**src/rtl/spi_pkg.sv**
```systemverilog
// -----------------------------------------------------------------------------
// spi_pkg
// Shared definitions for the SPI master datapath.
//   DATA_WIDTH_DEF : default frame width, also used by the timing generator
//                    wrapper so both sides agree on the word size.
//   state_t        : transfer engine states.
// -----------------------------------------------------------------------------
package spi_pkg;

  localparam int DATA_WIDTH_DEF = 8;

  typedef enum logic [2:0] {
    IDLE,
    SETUP,
    XFER,
    HOLD,
    DONE
  } state_t;

endpackage

```
**src/rtl/spi_edge_detect.sv**
```systemverilog
// -----------------------------------------------------------------------------
// spi_edge_detect
// Classifies transitions of the timing generator's serial clock as leading
// (moving away from the idle level) or trailing (returning to idle).
// Ports:
//   clk     in  system clock
//   reset   in  synchronous active-low reset
//   sclk_in in  generator clk_out
//   cpol    in  SCLK idle level
//   lead    out transition away from idle seen this cycle
//   trail   out transition back to idle seen this cycle
// -----------------------------------------------------------------------------
module spi_edge_detect (
  input  logic clk,
  input  logic reset,
  input  logic sclk_in,
  input  logic cpol,
  output logic lead,
  output logic trail
);

  logic sclk_q;

  // Reset to the idle level so no phantom edge appears when reset releases.
  always_ff @(posedge clk) begin
    if (!reset) begin
      sclk_q <= cpol;
    end else begin
      sclk_q <= sclk_in;
    end
  end

  assign lead  = (sclk_in != sclk_q) && (sclk_in != cpol);
  assign trail = (sclk_in != sclk_q) && (sclk_in == cpol);

endmodule

```
**src/rtl/spi_shift_engine.sv**
```systemverilog
// -----------------------------------------------------------------------------
// spi_shift_engine
// SPI master transfer engine. Follows the timing generator's SCLK, shifts one
// word out on mosi while assembling one word from miso, drives ss_n and the
// generator enable/clear, and offers a valid/ready word interface to the host.
// Ports:
//   clk, reset           system clock, synchronous active-low reset
//   tx_data/tx_valid     host word offer, accepted when tx_ready is high
//   tx_ready             engine idle and accepting
//   rx_data/rx_valid     received word, rx_valid pulses one cycle on update
//   busy                 frame in progress (SETUP through DONE)
//   cpol/cpha/lsb_first  mode controls, stable while busy
//   sclk_in              generator clk_out
//   tg_en/tg_clr         generator enable / clear
//   ss_n, mosi, miso     SPI bus
// -----------------------------------------------------------------------------
module spi_shift_engine
  import spi_pkg::*;
#(
  parameter int DATA_WIDTH = DATA_WIDTH_DEF,
  parameter int SS_HOLD    = 1
) (
  input  logic                  clk,
  input  logic                  reset,
  input  logic [DATA_WIDTH-1:0] tx_data,
  input  logic                  tx_valid,
  output logic                  tx_ready,
  output logic [DATA_WIDTH-1:0] rx_data,
  output logic                  rx_valid,
  output logic                  busy,
  input  logic                  cpol,
  input  logic                  cpha,
  input  logic                  lsb_first,
  input  logic                  sclk_in,
  output logic                  tg_en,
  output logic                  tg_clr,
  output logic                  ss_n,
  output logic                  mosi,
  input  logic                  miso
);

  localparam int CW = $clog2(DATA_WIDTH + 1);
  localparam int HW = (SS_HOLD > 1) ? $clog2(SS_HOLD) : 1;

  localparam logic [CW-1:0] CNT_LAST  = CW'(DATA_WIDTH);
  localparam logic [CW-1:0] CNT_PEN   = CW'(DATA_WIDTH - 1);
  localparam logic [HW-1:0] HOLD_LAST = HW'(SS_HOLD - 1);

  state_t                state;
  logic [DATA_WIDTH-1:0] tx_sh;
  logic [DATA_WIDTH-1:0] rx_sh;
  logic [CW-1:0]         cnt;
  logic [HW-1:0]         hold_cnt;
  logic                  lead;
  logic                  trail;

  // Bit that goes on the wire next, taken from the end selected by bit order.
  function automatic logic first_bit(input logic [DATA_WIDTH-1:0] w,
                                     input logic lsb);
    return lsb ? w[0] : w[DATA_WIDTH-1];
  endfunction

  // Remove the bit just driven so the next one moves into the output position.
  function automatic logic [DATA_WIDTH-1:0] drop_bit(input logic [DATA_WIDTH-1:0] w,
                                                     input logic lsb);
    return lsb ? {1'b0, w[DATA_WIDTH-1:1]} : {w[DATA_WIDTH-2:0], 1'b0};
  endfunction

  // Receive fills from the opposite end to transmit, so after DATA_WIDTH
  // samples the first bit received lands where the first bit sent came from.
  function automatic logic [DATA_WIDTH-1:0] push_bit(input logic [DATA_WIDTH-1:0] w,
                                                     input logic b,
                                                     input logic lsb);
    return lsb ? {b, w[DATA_WIDTH-1:1]} : {w[DATA_WIDTH-2:0], b};
  endfunction

  spi_edge_detect u_edge (
    .clk    (clk),
    .reset  (reset),
    .sclk_in(sclk_in),
    .cpol   (cpol),
    .lead   (lead),
    .trail  (trail)
  );

  // Shift registers carry no reset: each frame loads tx_sh on accept and
  // pushes a full word through rx_sh before it is ever published.
  always_ff @(posedge clk) begin
    if (!reset) begin
      state    <= IDLE;
      tx_ready <= 1'b0;
      rx_data  <= '0;
      rx_valid <= 1'b0;
      busy     <= 1'b0;
      ss_n     <= 1'b1;
      mosi     <= 1'b0;
      tg_en    <= 1'b0;
      tg_clr   <= 1'b1;
      cnt      <= '0;
      hold_cnt <= '0;
    end else begin
      rx_valid <= 1'b0;
      case (state)
        IDLE: begin
          tx_ready <= 1'b1;
          tg_clr   <= 1'b1;
          tg_en    <= 1'b0;
          ss_n     <= 1'b1;
          mosi     <= 1'b0;
          if (tx_valid && tx_ready) begin
            state    <= SETUP;
            tx_ready <= 1'b0;
            busy     <= 1'b1;
            ss_n     <= 1'b0;
            cnt      <= '0;
            // cpha=0 slaves sample on the first edge, so the first bit must
            // already be on mosi during SETUP.
            if (!cpha) begin
              mosi  <= first_bit(tx_data, lsb_first);
              tx_sh <= drop_bit(tx_data, lsb_first);
            end else begin
              tx_sh <= tx_data;
            end
          end
        end

        SETUP: begin
          state  <= XFER;
          tg_clr <= 1'b0;
          tg_en  <= 1'b1;
        end

        XFER: begin
          if (!cpha) begin
            if (lead) begin
              rx_sh <= push_bit(rx_sh, miso, lsb_first);
              cnt   <= cnt + 1'b1;
            end else if (trail) begin
              // Final trail returns SCLK to idle; nothing more to shift out.
              if (cnt == CNT_LAST) begin
                state    <= HOLD;
                tg_en    <= 1'b0;
                tg_clr   <= 1'b1;
                hold_cnt <= '0;
              end else begin
                mosi  <= first_bit(tx_sh, lsb_first);
                tx_sh <= drop_bit(tx_sh, lsb_first);
              end
            end
          end else begin
            if (lead) begin
              mosi  <= first_bit(tx_sh, lsb_first);
              tx_sh <= drop_bit(tx_sh, lsb_first);
            end else if (trail) begin
              rx_sh <= push_bit(rx_sh, miso, lsb_first);
              cnt   <= cnt + 1'b1;
              if (cnt == CNT_PEN) begin
                state    <= HOLD;
                tg_en    <= 1'b0;
                tg_clr   <= 1'b1;
                hold_cnt <= '0;
              end
            end
          end
        end

        HOLD: begin
          if (hold_cnt == HOLD_LAST) begin
            state    <= DONE;
            ss_n     <= 1'b1;
            rx_data  <= rx_sh;
            rx_valid <= 1'b1;
          end else begin
            hold_cnt <= hold_cnt + 1'b1;
          end
        end

        DONE: begin
          state    <= IDLE;
          busy     <= 1'b0;
          tx_ready <= 1'b1;
          mosi     <= 1'b0;
        end

        default: state <= IDLE;
      endcase
    end
  end

endmodule

```
**config.mk**
```make
export PLATFORM = sky130hd
export DESIGN_NAME = spi_shift_engine
export DESIGN_NICKNAME = d
export VERILOG_FILES = /design/src/rtl/spi_pkg.sv /design/src/rtl/spi_edge_detect.sv /design/src/rtl/spi_shift_engine.sv
export SDC_FILE = /design/constraint.sdc
export NUM_CORES = 1
export LEC_CHECK = 0
export ABC_AREA = 1
export BUFFER_PORTS_ARGS = -buffer_cell sky130_fd_sc_hd__buf_4
export CELL_PAD_IN_SITES_DETAIL_PLACEMENT = 1
export CELL_PAD_IN_SITES_GLOBAL_PLACEMENT = 1
export CORE_MARGIN = 1
export CORE_UTILIZATION = 35
export CTS_CLUSTER_DIAMETER = 80
export DETAILED_ROUTE_END_ITERATION = 6
export PLACE_DENSITY = 0.75
export SYNTH_ARGS = -nofsm -noshare
export SYNTH_HDL_FRONTEND = slang
export SYNTH_SLANG_ARGS = --single-unit
```
**constraint.sdc**
```tcl
create_clock -name clk -period 1.95 [get_ports clk]
set_input_delay 0.39 -clock clk [delete_from_list [all_inputs] [get_ports clk]]
set_output_delay 0.39 -clock clk [all_outputs]
set_load 0.02 [all_outputs]
```
# ---- Word-level counts from Yosys, hierarchy flattened
# Cells that the tools add are included.
dict set report totals {
  regBits 40
  inputBits 16
}
dict set report op_classes {
  addsub 2
  eq_ne 23
  muxes 67
  n_bitwise 1
  n_reduce_logical 23
}
# op count
set op_table {}
lappend op_table {{$mux 8} 14}
lappend op_table {{$mux 1} 29}
lappend op_table {{$mux 3} 9}
lappend op_table {{$ne 3x3->1 const B} 9}
lappend op_table {{$reduce_and 5->1} 5}
lappend op_table {{$mux 4} 5}
lappend op_table {{$pmux 8 s2} 1}
lappend op_table {{$pmux 3 s4} 1}
lappend op_table {{$reduce_bool 2->1} 6}
lappend op_table {{$ne 2x2->1 const B} 5}
lappend op_table {{$pmux 1 s3} 3}
lappend op_table {{$pmux 1 s2} 4}
lappend op_table {{$pmux 4 s2} 1}
lappend op_table {{$reduce_and 2->1} 4}
lappend op_table {{$reduce_and 7->1} 1}
lappend op_table {{$eq 3x2->1 const B} 2}
lappend op_table {{$reduce_and 6->1} 1}
lappend op_table {{$reduce_bool 3->1} 2}
lappend op_table {{$add 4x1->4 const B} 1}
lappend op_table {{$eq 4x3->1 const B} 1}
lappend op_table {{$eq 4x4->1 const B} 1}
lappend op_table {{$eq 3x1->1 const B} 1}
lappend op_table {{$eq 3x3->1 const B} 1}
lappend op_table {{$logic_and 1x1->1} 3}
lappend op_table {{other kinds (5)} 6}

# ---- Longest topological paths before layout
# Gate-level depths: netlist (run 1).
dict set report logic_depth {
  word_depth 6
  depth_mapped 9
}

# ---- Modules after synthesis
# Synthesis (run 1) repeated with hierarchy kept, for this count alone.
dict set report unflattened {
  cells_unflattened 257
  hier_area_um2 1998.2
}
# module n_inst cells_each area_per_inst_um2 seq_area_each_um2
set modules_own_cells {}
lappend modules_own_cells {spi_shift_engine 1 240 1916.8 920.9}
lappend modules_own_cells {spi_edge_detect 1 17 81.3 20.0}

# ---- Worst setup path after synthesis (run 1)
# OpenSTA, ideal clock, no wires.
dict set report synth_timing {
  path_type {input to register}
  startpoint {input cpha}
  endpoint {register rx_sh[0], enable pin}
  setup_ns 0.375
  arrival_time_ns 1.424
  t_required_ns 1.575
  setup_slack_ns 0.150
  stages 5
  path_cell_list {buf_4 -> inv_1 -> buf_2 -> o211ai_1 -> a21oi_1}
}
dict set report synth_between {
  elab_chain_len 2
  elab_cells_between_ends 3
}
# element line_no
set synth_lines {}
lappend synth_lines {{from (decl)} spi_shift_engine.sv:32} ;# input logic cpha,
lappend synth_lines {{$ne 2x2->1 (no source line) / $reduce_bool 2->1 (equally long branches)} --}
lappend synth_lines {{$reduce_and 5->1 (no source line) *} --}
lappend synth_lines {{to (signal assigned)} spi_shift_engine.sv:136} ;# rx_sh <= push_bit(rx_sh, miso, lsb_first);
lappend synth_lines {{to (signal assigned)} spi_shift_engine.sv:155} ;# rx_sh <= push_bit(rx_sh, miso, lsb_first);
lappend synth_lines {{to (decl)} spi_shift_engine.sv:51} ;# logic [DATA_WIDTH-1:0] rx_sh;
# Every way passes the cells marked *; elsewhere a longest branch is shown, timed or not.
# A chain may end at the register's enable or synchronous reset.

# ---- Final worst setup path (run 1)
dict set report layout_timing {
  startpoint {register cnt[0]}
  endpoint {register tx_sh[7], enable pin}
}
dict set report layout_between {
  elab_chain_len 3
}
# element line_no
set layout_lines {}
lappend layout_lines {{from (decl)} spi_shift_engine.sv:52} ;# logic [CW-1:0] cnt;
lappend layout_lines {{from (signal assigned)} spi_shift_engine.sv:137} ;# cnt <= cnt + 1'b1;
lappend layout_lines {{from (signal assigned)} spi_shift_engine.sv:156} ;# cnt <= cnt + 1'b1;
lappend layout_lines {{$eq 4x4->1} spi_shift_engine.sv:140} ;# if (cnt == CNT_LAST) begin
lappend layout_lines {{$ne 3x3->1 (no source line)} --}
lappend layout_lines {{$reduce_and 7->1 (no source line)} --}
lappend layout_lines {{to (signal assigned)} spi_shift_engine.sv:122} ;# tx_sh <= tx_data;
lappend layout_lines {{to (signal assigned)} spi_shift_engine.sv:147} ;# tx_sh <= drop_bit(tx_sh, lsb_first);
lappend layout_lines {{to (signal assigned)} spi_shift_engine.sv:153} ;# tx_sh <= drop_bit(tx_sh, lsb_first);
lappend layout_lines {{to (decl)} spi_shift_engine.sv:50} ;# logic [DATA_WIDTH-1:0] tx_sh;
# Every way passes these cells.

==> metrics.cfg, run 1 <==
[clock_tree]
clk_latency_ns=0.29
numCtsBuffers=5
ctsHoldBuffers=0
cts_tree=yes
cts-resized-gates=0
clkTransAtPathRegs_ns=0.08
cts_root_buf=clkbuf_8
cts_setup_buffers=0
cts_max_path_buffers=2
clock_sinks=39
htreeDepth=2

[final_layout]
final_area_um2=2470
layout-drive-gt1-share_pct=22.1
utilization_pct=44.2
nFillCells=712
nNetsFinal=316
area_growth_syn_to_layout_pct=20.3
antenna_cells=0
stdcell_count=371

[sta]
tightest_slew_ns=0.401
slew_headroom_pct=73.2
finalSetupViolCount=0
fmax_ghz=0.625
slew_viol_final=0
tns_ns=0
holdWs_ns=0.362
grt_setup_unrepaired=no
skew_ns=0.0102
setup_slack_ns=0.350
period_minus_slack_ns=1.60
finalCritPeriodShare_pct=82.1
hold_viol=0

[floorplanning]
initial_utilization_pct=36.8
core_area_um2=5570
dieArea_um2=6170
die-height_um=78.5
fp.dieW_um=78.5
num_rows=27
ios=31

[global_routing]
antenna_found_initial=0
grt.met1_usage_pct=22.1
gr-usage-met3_pct=2.79
grt_overflow=0
grt-busiest-layer=met2
met2_usage_pct=27.7
grt_pass1_vias=1781
grt_max_degree=24
grt_pass1_wl_um=8160
grtUsageTotal_pct=16.7

[power]
p_leak_nw=1.11
power_density_nw_per_um2=1180
total_power_mw=2.91
ir_worst_vdd_uv=480

[critical_path]
critPathKind=flop to flop
cp-start-kind=flop
timing.rr.end=tx_sh[7]
cpMaxStageDelayCell=dfxtp_1
worst_ep_arrival_time_ns=1.61
cp.required_ns=1.96
cpPeakStageDelay_ns=0.39
worstPathMaxFanout=8
rr_startpoint=cnt[0]
r2r_setup_slack_ns=0.35
reg2regPathDepth=8
cp-startpoint=cnt[0]
crit_path_frequent_cell=nand3_1
worstPathCellList=inv_1 > ha_1 > nand3_1 > nand3_1 > nand2_1 > nand3_1 > nor2_1 > buf_4
end_kind=flop

[detailed_routing]
first_pass_iters=4
wl_um=4640
ant_nets=0
drc=0
post_drt_wl_per_cell_um=12.5
vias_per_cell=4.88
drt-initial-drc-count=114
vias=1809

[worst_hold_path]
hold_end=u_edge.sclk_q
min_path_type=input port to flop
worstHoldStart=sclk_in
hold_depth=3

[placed_design]
dp_hpwl_um=3550
place.gp.congestion=0.755
preCtsSetupSlack_ns=0.316
placed_area_um2=2360
placedCellCount=363
port-buffer-count=30

[synth]
ys_top_cells_by_count=71 x nand2_1, 25 x inv_1, 25 x o21ai_0
yosysMostFrequentCell=nand2_1
synth_edf_count=16
ys.flop_type=dfxtp_1
synth_nets=282
yosys_warnings=0
netlist_area_um2=2050
synth_seq_area_share_pct=45.9
yosys-top-cells-area=edfxtp_1 23%, dfxtp_1 22%, nand2_1 13%
synth_top_area_share_pct=23.4
post_synth.cell_area_avg_um2=7.76
async_flop_share_pct=0
synth_seq_cells=39
synthCells=264
yosysTopAreaCell=edfxtp_1
synth_cell_types=28

[run_status]
outcome=finished, final reports clean

[flow_run]
cap_violations=0

[kinds of logic after synthesis]
| logic type | synth area share, % |
|---|---|
| compound gates | 12.9 |
| fa+ha+maj | 1.22 |
| buf+inv | 8.12 |
| flops | 45.9 |
| mux | 2.44 |
| simple gates | 29.4 |
[sequential cells by signal (all words and copies together) (netlist names), 3 cells and up]
name / cells
cnt: 4
rx_data: 8
rx_sh: 8
state: 3
tx_sh: 8
[worst max path at each step]
| stage | slack, ns | end | cells past startpoint |
|---|---|---|---|
| final | 0.35 | tx_sh[7] | 8 |
| after global placement | 0.36 | tx_sh[2] | 9 |
| after detailed placement | 0.32 | tx_sh[3] | 9 |
| after global routing | 0.21 | tx_sh[7] | 8 |
| after CTS | 0.32 | tx_sh[7] | 8 |
| after floorplan | 0.15 | rx_sh[0] | 5 |
[area by class of cell]
cell class | count | area [um^2] | share of cell area, %
clock buffers | 6 | 93.8 | 3.81
flip-flops and latches | 39 | 941 | 38.2
multi-input cells | 186 | 942 | 38.2
well taps | 72 | 90.1 | 3.65
repair buffers | 36 | 270 | 11.0
clock inverters | 2 | 16.3 | 0.660
inverters | 30 | 113 | 4.57
[report_power, final]
group          total, mW  leakage, nW  internal (mW)  switching, mW
Clock              0.646       0.0530          0.334          0.312
Sequential          1.16        0.334           1.05          0.110
Combinational       1.11        0.723          0.413          0.697
[metal layers]
metal,share of wire [%],wire length [um]
met4,1.1,53
met3,2.2,102
met5,0,0
met2,45,2090
met1,52,2390
[critical path: cells and delay by family (launching register included)]
family | cells | cell delay, ns
buffers and inverters | 2 | 0.27
and+or+nand+nor | 5 | 0.48
DFF | 1 | 0.39
adders and majority gates | 1 | 0.19
[placed cells by master, fill, tap and decap left out]
cell        instances
nand2_1            71
buf_4              36
inv_1              25
o21ai_0            25
nor2_1             23
dfxtp_1            23
nand3_1            18
edfxtp_1           16
o211ai_1            8
a21oi_1             6
inv_2               5
mux2i_1             5
o21ai_1             5
clkbuf_8            5
nor2_2              4
nand2_2             4
nand4_1             4
nand3_2             3
nor2_4              2
ha_1                2
o31ai_1             1
nand4_2             1
nor4_2              1
or2_2               1
a22o_1              1
o21ai_2             1
clkbuf_16           1
inv_6               1
clkinvlp_4          1
No activity file was read; power rests on OpenSTA's default activity.
==> inputs of run 2 (changes only) <==
PLACE_DENSITY = 0.77   (was 0.75)
clock period = 1.4 ns   (was 1.95 ns; I/O delays follow)
==> metrics.cfg, run 2 (synthesis gave the netlist of run 1 again) <==
[floorplanning]
ios=31  ; unchanged
num_rows=27  ; unchanged
core_area_um2=5570  ; unchanged
fp.dieW_um=78.5  ; unchanged
initial_utilization_pct=36.8  ; unchanged
dieArea_um2=6170  ; unchanged
die-height_um=78.5  ; unchanged

[clock_tree]
htreeDepth=2  ; unchanged
clock_sinks=39  ; unchanged
clk_latency_ns=0.30  ; was 0.29 ns
numCtsBuffers=5  ; unchanged
cts_root_buf=clkbuf_8  ; unchanged
cts_tree=yes  ; unchanged
ctsHoldBuffers=0  ; unchanged
clkTransAtPathRegs_ns=0.09  ; was 0.08 ns
cts_max_path_buffers=2  ; unchanged

[global_routing]
antenna_found_initial=0  ; unchanged
grtUsageTotal_pct=18.5  ; was 16.7%
grt_overflow=0  ; unchanged
grt_pass1_wl_um=8950  ; was 8160 um
grt_pass1_vias=1966  ; was 1781
grt_max_degree=18  ; was 24

[detailed_routing]
drt-initial-drc-count=47  ; was 114
ant_nets=0  ; unchanged
vias=1981  ; was 1809
first_pass_iters=4  ; unchanged
post_drt_wl_per_cell_um=13.9  ; was 12.5 um
wl_um=5530  ; was 4640 um
vias_per_cell=4.99  ; was 4.88
drc=0  ; unchanged

[final_layout]
nFillCells=711  ; was 712
largestRegisters=rx_data (8), rx_sh (8), tx_sh (8)  ; unchanged
layout_commonest_cell=nand2_1  ; unchanged
layout-drive-gt1-share_pct=34.2  ; was 22.1%
final_cell_mix=70 x nand2_1, 61 x buf_4, 24 x o21ai_0, 22 x inv_1, 21 x nor2_1  ; was 71 x nand2_1, 36 x buf_4, 25 x inv_1, 25 x o21ai_0
area_growth_syn_to_layout_pct=35.5  ; was 20.3%
antenna_cells=0  ; unchanged
nNetsFinal=342  ; was 316

[critical_path]
critPathKind=flop to flop  ; unchanged
cp.required_ns=1.59  ; was 1.96 ns
worst_ep_arrival_time_ns=1.58  ; was 1.61 ns
cp-start-kind=flop  ; unchanged
worstPathMaxFanout=7  ; was 8
reg2regPathDepth=8  ; unchanged
end_kind=flop  ; unchanged

[run_status]
outcome=finished, final reports clean  ; unchanged

[sta]
grt_setup_unrepaired=yes  ; was no
finalCritPeriodShare_pct=99.0  ; was 82.1%
fmax_ghz=0.721  ; was 0.625 GHz
slew_viol_final=0  ; unchanged
hold_viol=0  ; unchanged
period_minus_slack_ns=1.39  ; was 1.60 ns
slew_headroom_pct=78.4  ; was 73.2%
tns_ns=0  ; unchanged
skew_ns=0.0114  ; was 0.0102 ns
finalSetupViolCount=0  ; unchanged
tightest_slew_ns=0.323  ; was 0.401 ns

[worst_hold_path]
hold_depth=3  ; unchanged
min_path_type=input port to flop  ; unchanged

[power]
total_power_mw=4.66  ; was 2.91 mW
ir_worst_vdd_uv=539  ; was 480 uV
p_leak_nw=1.26  ; was 1.11 nW
power_density_nw_per_um2=1680  ; was 1180 nW/um^2

[placed_design]
port-buffer-count=30  ; unchanged
dp_hpwl_um=3910  ; was 3550 um
place.gp.congestion=0.792  ; was 0.755

[flow_run]
cap_violations=0  ; unchanged

[run 2: changes by cell type in the layout (fill, tap and decap cells not counted), sizes merged]
cell  before  now
buf       36   62
[run 2: area by class of cell]
type / instances / area, um^2 / area share (%)
multi-input cells: 186 / 1050 / 37.7
clock inverters: 2 / 16.3 / 0.586
well taps: 72 / 90.1 / 3.24
repair buffers: 62 / 469 / 16.9
flip-flops and latches: 39 / 947 / 34.1
clock buffers: 6 / 93.8 / 3.38
inverters: 30 / 115 / 4.14
[run 2: per-stage QoR]
| step | worst slack (ns) | hold WS (ns) | area, um^2 | instances | util (%) |
|---|---|---|---|---|---|
| 6_report | 0.0139 | 0.270 | 2780 | 397 | 49.8 |
| 2_1_floorplan | 0.000691 | 0.389 | 2080 | 264 | - |
| 5_1_grt | -0.0532 | 0.279 | 2780 | 397 | 49.8 |
| 4_1_cts | -0.0221 | 0.266 | 2700 | 395 | 48.4 |
| 3_3_place_gp | -0.0612 | 0.444 | 2540 | 385 | 45.6 |
| 3_5_place_dp | -0.123 | 0.450 | 2540 | 385 | 45.6 |
[run 2: power by group]
part	internal [mW]	switching (mW)	total, mW
combinational	0.914	1.21	2.12
clock	0.465	0.443	0.908
sequential	1.47	0.159	1.63
[run 2: layer usage]
metal  wire length (um)  up-vias  GRT usage [%]
li1                   -      990              -
met1               2560      938           23.1
met2               2710       44           31.6
met3                152        9           2.91
met4                102        0           7.41
met5                  0        -              0
[run 2: critical path, cell delays in order (launching register included)]
cell and delay [ns]:
dfxtp_2 0.36, nor2_4 0.14, nand2_4 0.11, nor2_4 0.13, nand2_2 0.08, buf_4 0.13, buf_4 0.13, a21oi_1 0.14
nor2_1 0.06
[run 2: worst paths after layout]
path | from | to | slack (ns)
max | state[2] | mosi | 0.01
min | miso | rx_sh[0] | 0.27
max reg2reg | state[2] | mosi | 0.01
min reg2reg | rx_data[3] | rx_data[3] | 0.46
[run 2: repair_timing]
action                     in CTS  in global routing
pin swaps                       3                  4
gates resized for setup        10                 14
setup buffers                   2                  2
setup endpoints to repair      23                 23
